File: config.mk
export PLATFORM = sky130hd
export DESIGN_NAME = mcu_dbg_port
export DESIGN_NICKNAME = d
export VERILOG_FILES = /design/src/rtl/dbg_pkg.sv /design/src/rtl/mcu_dbg_port.sv
export SDC_FILE = /design/constraint.sdc
export NUM_CORES = 1
export LEC_CHECK = 0
export CORE_UTILIZATION = 41
export CTS_CLUSTER_DIAMETER = 30
export DETAILED_ROUTE_END_ITERATION = 8
export GPL_TIMING_DRIVEN = 0
export PLACE_DENSITY = 0.82
export SYNTH_ARGS = -nofsm -noshare
export SYNTH_HDL_FRONTEND = slang
export SYNTH_SLANG_ARGS = --single-unit
File: constraint.sdc
create_clock -name clk -period 2.2 [get_ports clk]
set_clock_uncertainty 0.1 [all_clocks]
set_input_delay 0.44 -clock clk [delete_from_list [all_inputs] [get_ports clk]]
set_output_delay 0.44 -clock clk [all_outputs]
set_load 0.05 [all_outputs]
File: src/rtl/dbg_pkg.sv
// Shared debug-port definitions: controller FSM states and memory access size
// encodings, plus the read-data zero-extension used on memory reads.
package dbg_pkg;

  typedef enum logic [2:0] {
    RUN,
    PAUSING,
    PAUSED,
    REG,
    MEM_WAIT,
    MEM_WR
  } dbg_state_e;

  localparam logic [1:0] SZ_BYTE = 2'd0;
  localparam logic [1:0] SZ_HALF = 2'd1;
  localparam logic [1:0] SZ_WORD = 2'd2;

  function automatic logic [31:0] size_ext(input logic [1:0] sz, input logic [31:0] d);
    case (sz)
      SZ_BYTE: size_ext = {24'b0, d[7:0]};
      SZ_HALF: size_ext = {16'b0, d[15:0]};
      SZ_WORD: size_ext = d;
      default: size_ext = d;
    endcase
  endfunction

endpackage

File: src/rtl/mcu_dbg_port.sv
// Debug port bridging serial-side command strobes onto the MCU: pause/resume/reset
// control of the core and register-file / memory accesses while paused.
module mcu_dbg_port
  import dbg_pkg::*;
#(
  parameter int MEM_LAT = 2
) (
  input  logic        clk,
  input  logic        rst_n,
  input  logic        pause,
  input  logic        resume,
  input  logic        reset,
  input  logic        reg_rd,
  input  logic        reg_wr,
  input  logic        mem_rd,
  input  logic        mem_wr,
  input  logic [1:0]  mem_size,
  input  logic        out_valid,
  input  logic [31:0] addr,
  input  logic [31:0] d_in,
  input  logic        instr_done,
  input  logic [31:0] rf_rdata,
  input  logic [31:0] mem_rdata,
  output logic        mcu_busy,
  output logic [31:0] d_rd,
  output logic        mcu_stall,
  output logic        mcu_rst,
  output logic [4:0]  rf_addr,
  output logic [31:0] rf_wdata,
  output logic        rf_we,
  output logic [31:0] mem_addr,
  output logic [31:0] mem_wdata,
  output logic [1:0]  mem_size_o,
  output logic        mem_re,
  output logic        mem_we
);

  localparam logic [2:0] LAT_LAST = 3'(MEM_LAT);

  dbg_state_e state;
  logic [2:0] lat_cnt;

  // Busy must already be high in the strobe cycle itself.
  assign mcu_busy = out_valid | ~((state == RUN) | (state == PAUSED));

  always_ff @(posedge clk) begin
    if (!rst_n) begin
      state      <= RUN;
      lat_cnt    <= '0;
      d_rd       <= '0;
      mcu_stall  <= 1'b0;
      mcu_rst    <= 1'b0;
      rf_addr    <= '0;
      rf_wdata   <= '0;
      rf_we      <= 1'b0;
      mem_addr   <= '0;
      mem_wdata  <= '0;
      mem_size_o <= '0;
      mem_re     <= 1'b0;
      mem_we     <= 1'b0;
    end else begin
      mcu_rst <= 1'b0;
      rf_we   <= 1'b0;
      mem_re  <= 1'b0;
      mem_we  <= 1'b0;
      case (state)
        RUN, PAUSED: begin
          if (out_valid) begin
            if (reset) begin
              mcu_rst   <= 1'b1;
              mcu_stall <= 1'b0;
              state     <= RUN;
            end else if (pause) begin
              // An instruction retiring in the strobe cycle completes the pause at once.
              if (state == RUN) begin
                if (instr_done) begin
                  mcu_stall <= 1'b1;
                  state     <= PAUSED;
                end else begin
                  state <= PAUSING;
                end
              end
            end else if (resume) begin
              if (state == PAUSED) begin
                mcu_stall <= 1'b0;
                state     <= RUN;
              end
            end else if (state == PAUSED) begin
              if (mem_rd || mem_wr) begin
                mem_addr   <= addr;
                mem_wdata  <= d_in;
                mem_size_o <= mem_size;
                lat_cnt    <= '0;
                mem_re     <= mem_rd;
                mem_we     <= ~mem_rd;
                state      <= mem_rd ? MEM_WAIT : MEM_WR;
              end else if (reg_rd) begin
                rf_addr <= addr[4:0];
                state   <= REG;
              end else if (reg_wr) begin
                rf_addr  <= addr[4:0];
                rf_wdata <= d_in;
                rf_we    <= |addr[4:0];
              end
            end
          end
        end
        PAUSING: begin
          if (instr_done) begin
            mcu_stall <= 1'b1;
            state     <= PAUSED;
          end
        end
        REG: begin
          d_rd  <= rf_rdata;
          state <= PAUSED;
        end
        MEM_WAIT: begin
          if (lat_cnt == LAT_LAST) begin
            d_rd  <= size_ext(mem_size_o, mem_rdata);
            state <= PAUSED;
          end else begin
            lat_cnt <= lat_cnt + 3'd1;
          end
        end
        MEM_WR:  state <= PAUSED;
        default: state <= RUN;
      endcase
    end
  end

endmodule

Word-level counts from Yosys, hierarchy flattened
Index checks and enable logic that the tools add are counted.

Register bits after elaboration: 146. Latch bits: 0. Bits in writable memories: 0. Bits in read-only memories: 0. Bits of input ports: 141. Output and inout port bits: 141. Logic and storage cells: 104. Memories kept: 0.

Add/subtract/negate cells: 1. Multipliers: 0. Div/mod/pow operators: 0. $lt $le $gt $ge: 0. Equality and inequality tests: 20. Shift operators: 0. Muxes and demuxes: 36. Bitwise operators: 14. Reductions and logical operators: 20.

Operators with widths (count): $pmux W32 S2 (2); $mux W3 (18); $mux W32 (1); $ne A2 B2 Y1 const B (9); $reduce_and A8 Y1 (2); $ne A4 B4 Y1 const B (3); $not A1 Y1 (12); $pmux W3 S4 (1); $mux W5 (2); $reduce_or A10 Y1 (1); $eq A3 B2 Y1 const B (3); $mux W1 (9); $reduce_and A9 Y1 (1); $reduce_bool A2 Y1 (4); $reduce_or A8 Y1 (1); $reduce_and A7 Y1 (1); $eq A3 B3 Y1 const B (2); $ne A6 B6 Y1 const B (1); $pmux W3 S2 (1); $reduce_and A6 Y1 (1); $reduce_and A5 Y1 (1); $reduce_or A5 Y1 (1); $reduce_or A2 Y1 (2); $add A3 B1 Y3 const B (1); 10 further kinds (11).

Depth between registers and ports, before layout
Depth after elaboration: 8. Mapped depth: 8. Gate-level depth less buffers: 6.

Worst setup path before layout
No wires, ideal clock.

Path kind: register -> register. Start: register state[0]. End: register d_rd[0]. Setup time: 0.144 ns. Data arrival time: 1.595 ns. Data required time: 1.956 ns. Path slack: 0.361 ns. Cell stages (with the launch flop): 7. Buffers on the path: 3. Period minus slack after synthesis: 1.839 ns. Cells stage by stage: dfxtp_1 > buf_2 > or3b_1 > buf_2 > o22ai_4 > buf_2 > a311oi_2.

Longest elaborated chain between the ends: 3. Elaborated cells between the ends (all ways): 6.

RTL lines: from (decl) (RTL line mcu_dbg_port.sv:40) `dbg_state_e state;`; from (signal assigned) (RTL line mcu_dbg_port.sv:96) `state <= mem_rd ? MEM_WAIT : MEM_WR;`; $eq A3 B3 Y1 / $eq A3 B2 Y1 (equally long branches) (RTL line mcu_dbg_port.sv:66) `case (state)`; $ne A2 B2 Y1 (no line) / $reduce_bool A2 Y1 (equally long branches); $reduce_and A2 Y1 (no line); to (signal assigned) (RTL line mcu_dbg_port.sv:115) `d_rd <= rf_rdata;`; to (signal assigned) (RTL line mcu_dbg_port.sv:120) `d_rd <= size_ext(mem_size_o, mem_rdata);`; to (decl) (RTL line mcu_dbg_port.sv:25) `output logic [31:0] d_rd,`.

Parallel ways exist; a longest one is shown, timed or not. A chain may end at the register's enable or synchronous reset.

Worst setup path in the final report
Start: register state[0]. End: output port mcu_busy.

Longest elaborated chain between the ends: 4. Elaborated cells between the ends (all ways): 5.

RTL lines: $eq A3 B2 Y1 / $logic_not A3 Y1 (equally long branches) (RTL line mcu_dbg_port.sv:44) `assign mcu_busy = out_valid | ~((state == RUN) | (state == PAUSED));`; $or A1 B1 Y1 (*) (RTL line mcu_dbg_port.sv:44); $not A1 Y1 (*) (RTL line mcu_dbg_port.sv:44); $or A1 B1 Y1 (*) (RTL line mcu_dbg_port.sv:44); to (decl) (RTL line mcu_dbg_port.sv:24) `output logic mcu_busy,`.

Mark *: on every way between the ends. The rest lies on a longest branch, timed or not.

==> impl_metrics.toml <==
[layout]
antennaDiodeCount = 0
fin_area_sq_mm = 0.00956
fillCellCount = 1129
nNetsFinal = 1115
layout-drive-gt1-share_pct = 9.78
areaGrowthSynthToFinish_pct = 63.1
fin_util_pct = 68.6

[setup_path]
crit_slowest_cell = "or3_1"
crit_top_cell = "buf_4"
path_cells = "buf_2 > buf_4 > or3_1 > buf_4"
end_kind = "output pin"
crit_fanout = 10
crit_arrival_ns = 1.62
path_buf_inv = 3
worstSetupStartpointType = "flop"
max_stage_delay_ns = 0.34
crit_required_ns = 1.66
cpLargestDelayFamily = "buffers and inverters"
critical_path_class = "reg -> out"
rr_worst_depth = 6
path_depth = 4

[floorplan]
start_util_pct = 42.1
die_height_um = 122
fp-row-count = 43
die_w_um = 122
ios = 282
core_area_sq_mm = 0.0139
die_area_sq_mm = 0.0148

[power_and_ir_drop]
swShare_pct = 22.3
ir_drop_uv = 536
power_density_mw_per_mm2 = 640
clockPowerShare_pct = 47.3
p_leak_nw = 3.55
comb_power_share_pct = 9.1
intPower_w = 0.00475
power_frac_seq_pct = 43.6
switchingPower_w = 0.00137

[sta]
finalSetupViolCount = 0
finalCritPeriodShare_pct = 98.0
drv_slew = 0
rsz0062_at_grt = "false"
final_hold_viol_count = 0
fin_crit_ns = 2.16
fmax_mhz = 464
worstMarginPinSlew_ns = 0.725
max_slew_margin_pct = 51.6

[global_route]
grt_pass1_vias = 5856
grt_max_degree = 17
overflow = 0
grt_pass1_wl_mm = 29.6
grt_use_total_pct = 26.0
antenna_found_initial = 0

[yosys]
syn_area_sq_mm = 0.00586
synthCells = 668
ys.flop_type = "dfxtp_1"
synthMuxAreaShare_pct = 6.32
synth_enable_flop_cells = 0
synth_warnings = 0
synth_xor_area_share_pct = 0
syn_avg_cell_area_sq_um = 8.77
async_flop_share_pct = 0
ys_ff_latch = 146
synthSimpleGateAreaFrac_pct = 21.2
ys_types = 41
synth-compound-area-share_pct = 17.4
synthAdderAreaFrac_pct = 0.427
seq_area_frac_synth_pct = 49.9
synth_top_family_by_area = "simple AND/OR/NAND/NOR gates"
synth_fp_nets = 811

[run]
drv_cap = 0

[cts]
hold_buffers = 0
path_clk_slew_ns = 0.06
cts_made_buffers = 17
clockBufferDepth = 2
cts_root_buf = "clkbuf_16"
cts.sinks = 146
htree_num_levels = 4
cts_tree = "done"
clk_latency_ns = 0.42

[routing]
wl_per_cell_um = 16.5
vias = 5894
wl_mm = 19.2
ant_nets = 0
viasPerCell = 5.07
drcViolationCount = 0
drt_iter0_drc = 215
dr.pass1.iters = 7

[placed_design]
io_buffers = 281
place_area_sq_mm = 0.00890
dpl.hpwl_mm = 14.1
gp_congestion = 0.827

[outcome]
status = "finished, final reports clean"

[worst_hold_path]
min_path_type = "reg -> reg"
worstHoldPathCells = 2
[path summary, 6_finish.rpt]
| check | startpoint | end | slack, ns |
|---|---|---|---|
| setup / recovery | state[0] | mcu_busy | 0.04 |
| setup reg to reg | state[1] | d_rd[27] | 0.13 |
| hold / removal | mem_wdata[27] | mem_wdata[27] | 0.35 |
| hold reg to reg | mem_wdata[27] | mem_wdata[27] | 0.35 |
[cells by family (layout without fill, tap and decap cells)]
group | count (synthesis) | in the layout
simple gates | 296 | 296
flops | 146 | 146
compound gates | 128 | 128
buf+inv | 59 | 373
mux | 37 | 37
fa+ha+maj | 2 | 2
[worst min-delay path: stages, from the launching register on]
cell,delay (ns)
dfxtp_1,0.30
nand2_1,0.05
a21oi_1,0.05
[routing by layer]
| layer | track usage (%) | up-vias | share of wire (%) |
|---|---|---|---|
| met3 | 9.97 | 30 | 8.5 |
| met1 | 28.1 | 2750 | 40 |
| met2 | 45.5 | 225 | 49 |
| li1 | - | 2889 | - |
| met4 | 9.88 | 0 | 2.3 |
| met5 | 0 | - | 0 |
[synth_stat cells, types with 6 or more instances]
cell type | n | area (sq um)
mux2i_1 | 37 | 370
o211ai_1 | 8 | 60.1
clkbuf_1 | 32 | 120
a311oi_1 | 6 | 52.6
a311oi_2 | 28 | 420
buf_4 | 6 | 45.0
dfxtp_1 | 146 | 2920
nand3_1 | 17 | 85.1
nand2_1 | 174 | 653
buf_2 | 12 | 60.1
nor2_1 | 73 | 274
a21oi_1 | 70 | 350
[cells in the final DEF (no fill, tap or decap), types with 4 or more instances in the layout]
cell type and count:
clkdlybuf4s50_1 277, nand2_1 174, dfxtp_1 146, nor2_1 73, a21oi_1 70, mux2i_1 37
a311oi_2 28, clkbuf_1 25, nand3_1 17, clkbuf_16 17, buf_4 14, buf_2 11
o211ai_1 8, a311oi_1 6, nor2b_1 5, nand2b_1 4, o21ai_0 4
[area by class of cell]
type	instances	area [sq um]	area share (%)
repair buffers	287	2860	30.0
flip-flops and latches	146	2920	30.6
plain buffers	53	273	2.85
clock inverters	10	138	1.44
clock buffers	19	443	4.63
multi-input cells	463	2680	28.0
well taps	180	225	2.36
inverters	4	15.0	0.157
[sequential cells by signal (all words and copies together), names as in the netlist, 2 cells and up]
signal	cells
d_rd	32
rf_wdata	32
lat_cnt	3
mem_wdata	32
state	3
mem_size_o	2
rf_addr	5
mem_addr	32
[metrics by stage]
stage | cells | power, W | hold slack (ns) | setup TNS [ns] | setup WS [ns]
2_1_floorplan | 668 | 0.00292 | 0.347 | 0 | 0.361
3_3_place_gp | 1129 | 0.00327 | 0.340 | -57.67 | -0.719
3_5_place_dp | 1129 | 0.00327 | 0.346 | -58.95 | -0.741
4_1_cts | 1161 | 0.00615 | 0.353 | -0.00219 | -0.00219
5_1_grt | 1162 | 0.00631 | 0.366 | 0 | 0.00222
6_report | 1162 | 0.00612 | 0.352 | 0 | 0.0443
[what timing repair did]
item,4_1_cts,5_1_grt
gates resized for setup,11,15
setup buffers,3,3
endpoints found under the setup margin,70,84
pin swaps,2,2
endpoints found under the hold margin,0,0
[power by group through the flow]
stage | Sequential, W | Combinational, W | Clock [W]
after floorplan | 0.00278 | 0.000140 | 0
after global placement | 0.00273 | 0.000540 | 0
after detailed placement | 0.00273 | 0.000544 | 0
after CTS | 0.00267 | 0.000551 | 0.00293
after global routing | 0.00267 | 0.000590 | 0.00305
final | 0.00267 | 0.000556 | 0.00289
No activity file was read; power rests on OpenSTA's default activity.
